### src/rtl/clk_div_n.sv
// Programmable integer clock divider with period-boundary divisor reload.
// Optional true 50% duty for odd divisors via macro CLK_DIV_ODD_DUTY_EN.
module clk_div_n #(
    parameter int CNT_W   = 8,
    parameter int DIV_RST = 4
) (
    input  logic             clk,
    input  logic             rst,
    input  logic             en,
    input  logic [CNT_W-1:0] div_val,
    input  logic             div_load,
    output logic             po_clk,
    output logic             po_tick,
    output logic             load_err,
    output logic             load_pend,
    output logic [CNT_W-1:0] div_cur
);

    localparam logic [CNT_W-1:0] L_DIV_RST = CNT_W'(DIV_RST);
    localparam logic [CNT_W-1:0] L_CNT_RST = CNT_W'(DIV_RST - 1);
    localparam logic [CNT_W-1:0] L_ONE     = CNT_W'(1);
    localparam logic [CNT_W-1:0] L_TWO     = CNT_W'(2);
    localparam logic [CNT_W-1:0] L_ZERO    = CNT_W'(0);

    // Number of rising-edge high cycles for divisor n.
    function automatic logic [CNT_W-1:0] f_high_len(input logic [CNT_W-1:0] n);
`ifdef CLK_DIV_ODD_DUTY_EN
        // Odd n: (n-1)>>1 equals n>>1; the falling-edge flop adds the half cycle.
        return n >> 1;
`else
        logic [CNT_W:0] w_sum;
        w_sum = {1'b0, n} + (CNT_W+1)'(1);
        return w_sum[CNT_W:1];
`endif
    endfunction

    logic [CNT_W-1:0] r_cnt;
    logic [CNT_W-1:0] r_div_cur;
    logic [CNT_W-1:0] r_pend;
    logic             r_load_pend;
    logic             r_po_clk_q;
    logic             r_po_tick;
    logic             r_load_err;

    logic             w_wrap;
    logic             w_apply;
    logic [CNT_W-1:0] w_div_nx;
    logic [CNT_W-1:0] w_cnt_nx;
    logic [CNT_W-1:0] w_high;
    logic             w_load_ok;
    logic             w_load_bad;

    // Next-count, boundary reload and load-validity decode.
    always_comb begin
        w_wrap     = 1'b0;
        w_apply    = 1'b0;
        w_div_nx   = r_div_cur;
        w_cnt_nx   = r_cnt;
        w_high     = L_ZERO;
        w_load_ok  = 1'b0;
        w_load_bad = 1'b0;

        w_wrap  = (r_cnt == (r_div_cur - L_ONE));
        w_apply = w_wrap && r_load_pend;

        if (w_apply) begin
            w_div_nx = r_pend;
        end else begin
            w_div_nx = r_div_cur;
        end

        if (w_wrap) begin
            w_cnt_nx = L_ZERO;
        end else begin
            w_cnt_nx = r_cnt + L_ONE;
        end

        // High length follows the divisor of the period being entered.
        w_high = f_high_len(w_div_nx);

        if (div_load) begin
            w_load_ok  = (div_val >= L_TWO);
            w_load_bad = (div_val < L_TWO);
        end else begin
            w_load_ok  = 1'b0;
            w_load_bad = 1'b0;
        end
    end

    // Counter, divisor in force and rising-edge waveform registers.
    always_ff @(posedge clk) begin
        if (rst) begin
            r_cnt      <= L_CNT_RST;
            r_div_cur  <= L_DIV_RST;
            r_po_clk_q <= 1'b0;
            r_po_tick  <= 1'b0;
        end else if (en) begin
            r_cnt      <= w_cnt_nx;
            r_div_cur  <= w_div_nx;
            r_po_clk_q <= (w_cnt_nx < w_high);
            r_po_tick  <= (w_cnt_nx == L_ZERO);
        end else begin
            r_po_tick  <= 1'b0;
        end
    end

    // Pending-load bookkeeping; a new load outranks the clear at a wrap.
    always_ff @(posedge clk) begin
        if (rst) begin
            r_pend      <= L_ZERO;
            r_load_pend <= 1'b0;
            r_load_err  <= 1'b0;
        end else begin
            r_load_err <= w_load_bad;
            if (w_load_ok) begin
                r_pend      <= div_val;
                r_load_pend <= 1'b1;
            end else if (en && w_apply) begin
                r_load_pend <= 1'b0;
            end else begin
                r_load_pend <= r_load_pend;
            end
        end
    end

`ifdef CLK_DIV_ODD_DUTY_EN
    logic r_po_clk_n;

    // Half-cycle extension of the high phase for odd divisors.
    always_ff @(negedge clk) begin
        if (rst) begin
            r_po_clk_n <= 1'b0;
        end else if (r_div_cur[0]) begin
            r_po_clk_n <= r_po_clk_q;
        end else begin
            r_po_clk_n <= 1'b0;
        end
    end

    assign po_clk = r_po_clk_q | r_po_clk_n;
`else
    assign po_clk = r_po_clk_q;
`endif

    assign po_tick   = r_po_tick;
    assign load_err  = r_load_err;
    assign load_pend = r_load_pend;
    assign div_cur   = r_div_cur;

endmodule
### config.mk
export PLATFORM = sky130hd
export DESIGN_NAME = clk_div_n
export DESIGN_NICKNAME = d
export VERILOG_FILES = /design/src/rtl/clk_div_n.sv
export SDC_FILE = /design/constraint.sdc
export NUM_CORES = 1
export LEC_CHECK = 0
export BUFFER_PORTS_ARGS = -buffer_cell sky130_fd_sc_hd__buf_2
export CORE_AREA = 5 5 67 69
export DETAILED_ROUTE_END_ITERATION = 10
export DIE_AREA = 0 0 72 74
export GPL_ROUTABILITY_DRIVEN = 0
export HOLD_SLACK_MARGIN = 0.03
export PLACE_DENSITY = 0.77
export SKIP_LAST_GASP = 1
export SLEW_MARGIN = 25
export SYNTH_ARGS = -nofsm -noshare
export SYNTH_HDL_FRONTEND = slang
export SYNTH_SLANG_ARGS = --single-unit
### constraint.sdc
create_clock -name clk -period 5.03 [get_ports clk]
set_input_delay 0.2515 -clock clk [delete_from_list [all_inputs] [get_ports clk]]
set_output_delay 0.2515 -clock clk [all_outputs]
set_load 0.05 [all_outputs]
### Word-level counts from Yosys, hierarchy flattened

Cells that the tools add are included.

| storage, ports and cells | value |
|---|---|
| register bits after elaboration | 28 |
| latch bits | 0 |
| RAM bits | 0 |
| memory bits (read-only) | 0 |
| word-level logic and storage cells | 27 |
| memories | 0 |

| cells by class | value |
|---|---|
| $add $sub $neg | 3 |
| multiply operators | 0 |
| div/mod/pow operators | 0 |
| magnitude comparators | 3 |
| eq/ne operators | 1 |
| shift-type cells | 0 |
| mux-type cells | 5 |
| bitwise logic cells | 2 |
| reduce and logical (&&, ||, !) cells | 6 |

Operators by type and width:

| kind | count |
|---|---|
| 2-to-1 mux 8 bit | 2 |
| adder 8 x 1 -> 9 bit, second input constant | 1 |
| adder 8 x 1 -> 8 bit, second input constant | 1 |
| equality test 8 bit | 1 |
| >= comparator 8 x 2 -> 1 bit, second input constant | 1 |
| logical NOT 8 bit | 1 |
| less-than comparator 8 x 2 -> 1 bit, second input constant | 1 |
| less-than comparator 8 bit | 1 |
| subtractor 8 x 1 -> 8 bit, second input constant | 1 |
| OR reduction 2 bit | 2 |
| 2-to-1 mux 1 bit | 3 |
| logical AND 1 bit | 2 |
| NOT 1 bit | 2 |
| nonzero test 2 bit | 1 |

### Depth between registers and ports, before layout

| logic depth | value |
|---|---|
| depth after elaboration | 6 |
| mapped depth | 20 |
| mapped depth without buffers | 20 |

### Least setup slack after synthesis

OpenSTA, ideal clock, no wires.

| path | value |
|---|---|
| path kind | reg-to-reg |
| from | register r_div_cur[0], in the netlist div_cur[0] |
| to | register r_po_clk_q, in the netlist po_clk |
| arrival | 4.519 ns |
| data required time | 4.973 ns |
| setup slack | 0.454 ns |
| stages on the path, launching flop included | 20 |
| path buffers | 0 |
| cells stage by stage | dfxtp_1 -> inv_1 -> ha_1 -> a2bb2oi_1 -> a21o_1 -> a22oi_1 -> and3_2 -> nand2_8 -> mux2_4 -> ha_1 -> nand3_1 -> nor2_1 -> nand3_1 -> mux2_4 -> ha_1 -> and3_1 -> a2111o_1 -> a21oi_1 -> o21ai_0 -> o21ba_2 |

| on the way | value |
|---|---|
| cells in the longest elaborated chain, start to end | 6 |

RTL lines:

| what | RTL line | source |
|---|---|---|
| start: declaration | 38 | `logic [CNT_W-1:0] r_div_cur;` |
| start signal: assignment | 99 | `r_div_cur <= w_div_nx;` |
| subtractor 8 x 1 -> 8 bit | 63 | `w_wrap = (r_cnt == (r_div_cur - L_ONE));` |
| equality test 8 bit | 63 |  |
| logical AND 1 bit | 64 | `w_apply = w_wrap && r_load_pend;` |
| 2-to-1 mux 8 bit | 66 | `if (w_apply) begin` |
| via w_div_nx[1] | 47 | `logic [CNT_W-1:0] w_div_nx;` |
| adder 8 x 1 -> 9 bit | 32 | `w_sum = {1'b0, n} + (CNT_W+1)'(1);` |
| less-than comparator 8 bit | 100 | `r_po_clk_q <= (w_cnt_nx < w_high);` |
| end signal: assignment | 100 |  |
| end: declaration | 41 | `logic r_po_clk_q;` |

The timed path passes the listed nets, and every way through them passes these cells.
A chain may end at the register's enable or synchronous reset.

### Worst setup path in the final report

Ends and elaborated chain as after synthesis.

==> metrics.md <==
| Metric | Value |
|---|---|
| Run status | `finished, final reports clean` |
| Primary FF master, synth | `dfxtp_1` |
| Via density | `approximately 5.8` |
| Synth area leader | `dfxtp_1` |
| Ports | `24` |
| Slowest stage cell, crit path | `or4_4` |
| Seq cells post-synth | `28` |
| Max_cap viols | `0` |
| Die height | `between 70 and 80 um` |
| DR iter-0 viols | `roughly 130` |
| First-pass GRT wire length | `7870 um` |
| CTS tree | `yes` |
| Critical path's top delay family | `simple AND/OR/NAND/NOR gates` |
| Post-Synthesis Cell Area | `around 2100 sq um` |
| Longest Clk Path Bufs | `2` |
| Layout area overhead | `7.34%` |
| Final clock skew | `roughly 0.0017 ns` |
| Initial antenna violation count | `0` |
| Worst setup path class | `flip-flop to flip-flop` |
| First-pass DRT Iterations | `4` |
| EDFF count, synth | `0` |
| Crit path cell chain | `or4_4, nor4b_2, nand4bb_2, or2_1, nand2_8, mux2_4, ha_1, nand3_1, nor2_1, nand3_1, mux2_4, ha_1, and3_1, a2111o_1, a21oi_1, o21ai_0, o21ba_2` |
| Setup bufs post-CTS | `0` |
| CTS Buf Count | `3` |
| Detailed placement HPWL | `around 3700 um` |
| Comb pwr share | `roughly 31%` |
| Routed WL | `around 4800 um` |
| Critical path arrival | `approximately 4.7 ns` |
| Num rows | `23` |
| Cell variety after synth | `between 50 and 60` |
| Largest net degree at the start of global routing | `28` |
| Layout Nets | `between 300 and 400` |
| Worst hold stages | `3` |
| Max Slew Vio Count | `0` |
| CTS root buf | `clkbuf_8` |
| Avg WL per Cell | `about 15 um` |
| Hold WS | `around 0.2 ns` |
| Worst vdd ir | `between 0.15 and 0.2 mV` |
| Hold WC Path Type | `input pin to flip-flop` |
| # DRC | `0` |
| Final period util | `about nine tenths` |
| DIE AREA | `5330 sq um` |
| Ys async rst share | `0%` |
| Worst Tran Pin Value | `0.512 ns` |
| CTS Hold Bufs | `0` |
| Top post-synthesis cells by area | `dfxtp_1 (26%), nand2_1 (6.3%), xnor2_1 (6.2%)` |
| Final worst slack | `~0.58 ns` |
| Post-DRT Antenna Nets | `0` |
| F_max | `about 220 MHz` |
| Lkg Pwr | `just under 1 nW` |
| Syn Area/Cell | `7.86 sq um` |
| Clk_lat worst skew | `0.28 ns` |
| Vias in the first global route | `1727` |
| Placement-stage worst setup slack | `0.604 ns` |
| Pwr dens | `between 200 and 300 nW/um^2` |
| Filler cells | `between 300 and 400` |
| Setup crit start kind | `flip-flop` |
| # diodes | `0` |
| PostCTS Resize Cnt | `0` |
| Global Route Usage Sum | `between 10% and 20%` |
| I/O Buffers | `23` |
| Setup TNS | `0 ns` |
| Sw Pwr | `around 200 uW` |
| Starting Density | `between 50% and 60%` |
| Cell count after synthesis | `~270` |
| RSZ-0062 raised after global routing | `no` |
| Net Sw Frac | `between 30% and 40%` |
| CP max stage delay | `0.62 ns` |
| Syn nets | `293` |
| CTS sink count | `28` |
| Area share of the largest cell type after synthesis | `26.3%` |
| Final setup violation count | `0` |
| Slew HR | `between 60% and 70%` |
| Min Tclk post-route | `around 4.4 ns` |
| Reg clk slew, reported paths | `around 0.090 ns` |
| Fin. Hold Viols | `0` |
| Data required time at the worst endpoint | `approximately 5.3 ns` |
| Clock power share | `approximately a quarter` |
| Layout cell share with drive strength beyond 1 | `approximately 16%` |
| Sequential share of power | `roughly 44%` |
| Worst-path fanout max | `8` |
| YS warnings | `0` |
| Buffers & Inverters on Critical Path | `0` |
| Pint | `roughly 370 uW` |
| Fin util | `59.3%` |
| Seq/Total Area, Yosys | `26.3%` |
| H-tree depth | `1` |
| R2r worst-path depth | `17` |
| Via count | `1920` |
| Critical Path Stages | `17` |
| Pwr Total | `572 uW` |
| Congestion Overflow GR | `0` |
| Die X | `around 70 um` |
| Flop2flop setup slack | `about 0.58 ns` |
| Crit end category | `flip-flop` |
| Core area | `slightly below 4000 sq um` |
==> state kept, by name, indices dropped and copies added (netlist names) <==
name / flops
r_pend: 8
r_cnt: 8
load_pend: 1
div_cur: 8
po_tick: 1
load_err: 1
po_clk: 1
==> routing by layer <==
layer  part of all wire (%)  vias to the layer above  track usage [%]  wire length [um]
met4                    1.8                        0             5.43                88
met2                     45                       45             30.9              2180
met5                      0                        -                0                 0
li1                       -                      985                -                 -
met3                    3.6                       11             2.97               176
met1                     49                      879             24.6              2400
==> power by group through the flow <==
stage	clock network [mW]	logic [mW]	registers, mW
finish	0.141	0.177	0.254
global placement	0	0.172	0.258
detailed placement	0	0.175	0.259
global route	0.153	0.196	0.256
CTS	0.143	0.176	0.253
floorplan	0	0.128	0.266
==> stage by stage <==
stage,std cells,instance area [sq um]
final,332,2290
after global routing,332,2290
after CTS,332,2290
after detailed placement,328,2230
after global placement,328,2230
after floorplan,271,2130
==> path summary, 6_finish.rpt <==
check,end,start
setup reg to reg,po_clk,div_cur[0]
hold reg to reg,r_pend[1],r_pend[1]
hold / removal,r_pend[0],div_val[0]
setup / recovery,po_clk,div_cur[0]
==> layout make-up <==
class	instances	area, sq um	area share [%]
inverter	6	22.5	0.985
timing repair buffer	24	123	5.36
sequential	28	561	24.5
clock buffer	4	55.1	2.41
multi-input combinational	220	1460	64.0
tap	50	62.6	2.74
==> tightest hold or removal path, cell delays in order <==
cell	delay [ns]
buf_2	0.07
mux2i_1	0.05
nor2_1	0.07
==> cells by family (layout without fill, tap and decap cells) <==
logic type | count (synthesis) | in the layout | synth area share, %
flip-flops | 28 | 28 | 26.3
AO/OA/AOI/OAI | 53 | 53 | 17.0
multiplexers | 14 | 14 | 7.29
buffers and inverters | 23 | 34 | 4.99
AND/OR/NAND/NOR | 122 | 122 | 29.8
adder cells (fa/ha/maj) | 10 | 10 | 5.88
XOR/XNOR | 21 | 21 | 8.64
==> Yosys cell counts (4+ instances only) <==
library cell / count
a21oi_1: 20
ha_1: 10
nor4_1: 4
clkbuf_1: 8
xor2_1: 6
o22ai_1: 5
inv_1: 5
xnor2_1: 15
o21ai_0: 6
mux2i_1: 11
nor2_1: 28
nor2b_1: 7
nor3_1: 7
nand4_1: 4
nand2_1: 36
buf_2: 7
nand3_1: 12
dfxtp_1: 28
==> layout by cell type, fill, tap and decap left out, drive strengths merged, types with 4 or more instances in the layout <==
cell,Yosys,layout
nand2,37,37
nor2,30,30
dfxtp,28,28
buf,9,24
a21oi,20,20
xnor2,15,15
nand3,12,12
mux2i,11,11
ha,10,10
nor3,8,8
nor2b,7,7
o21ai,7,7
xor2,6,6
inv,5,5
o22ai,5,5
nor4,4,4
nand4,4,4
clkbuf,8,4
o211ai,4,4
Note: power is estimated with default switching activity, not from simulation.
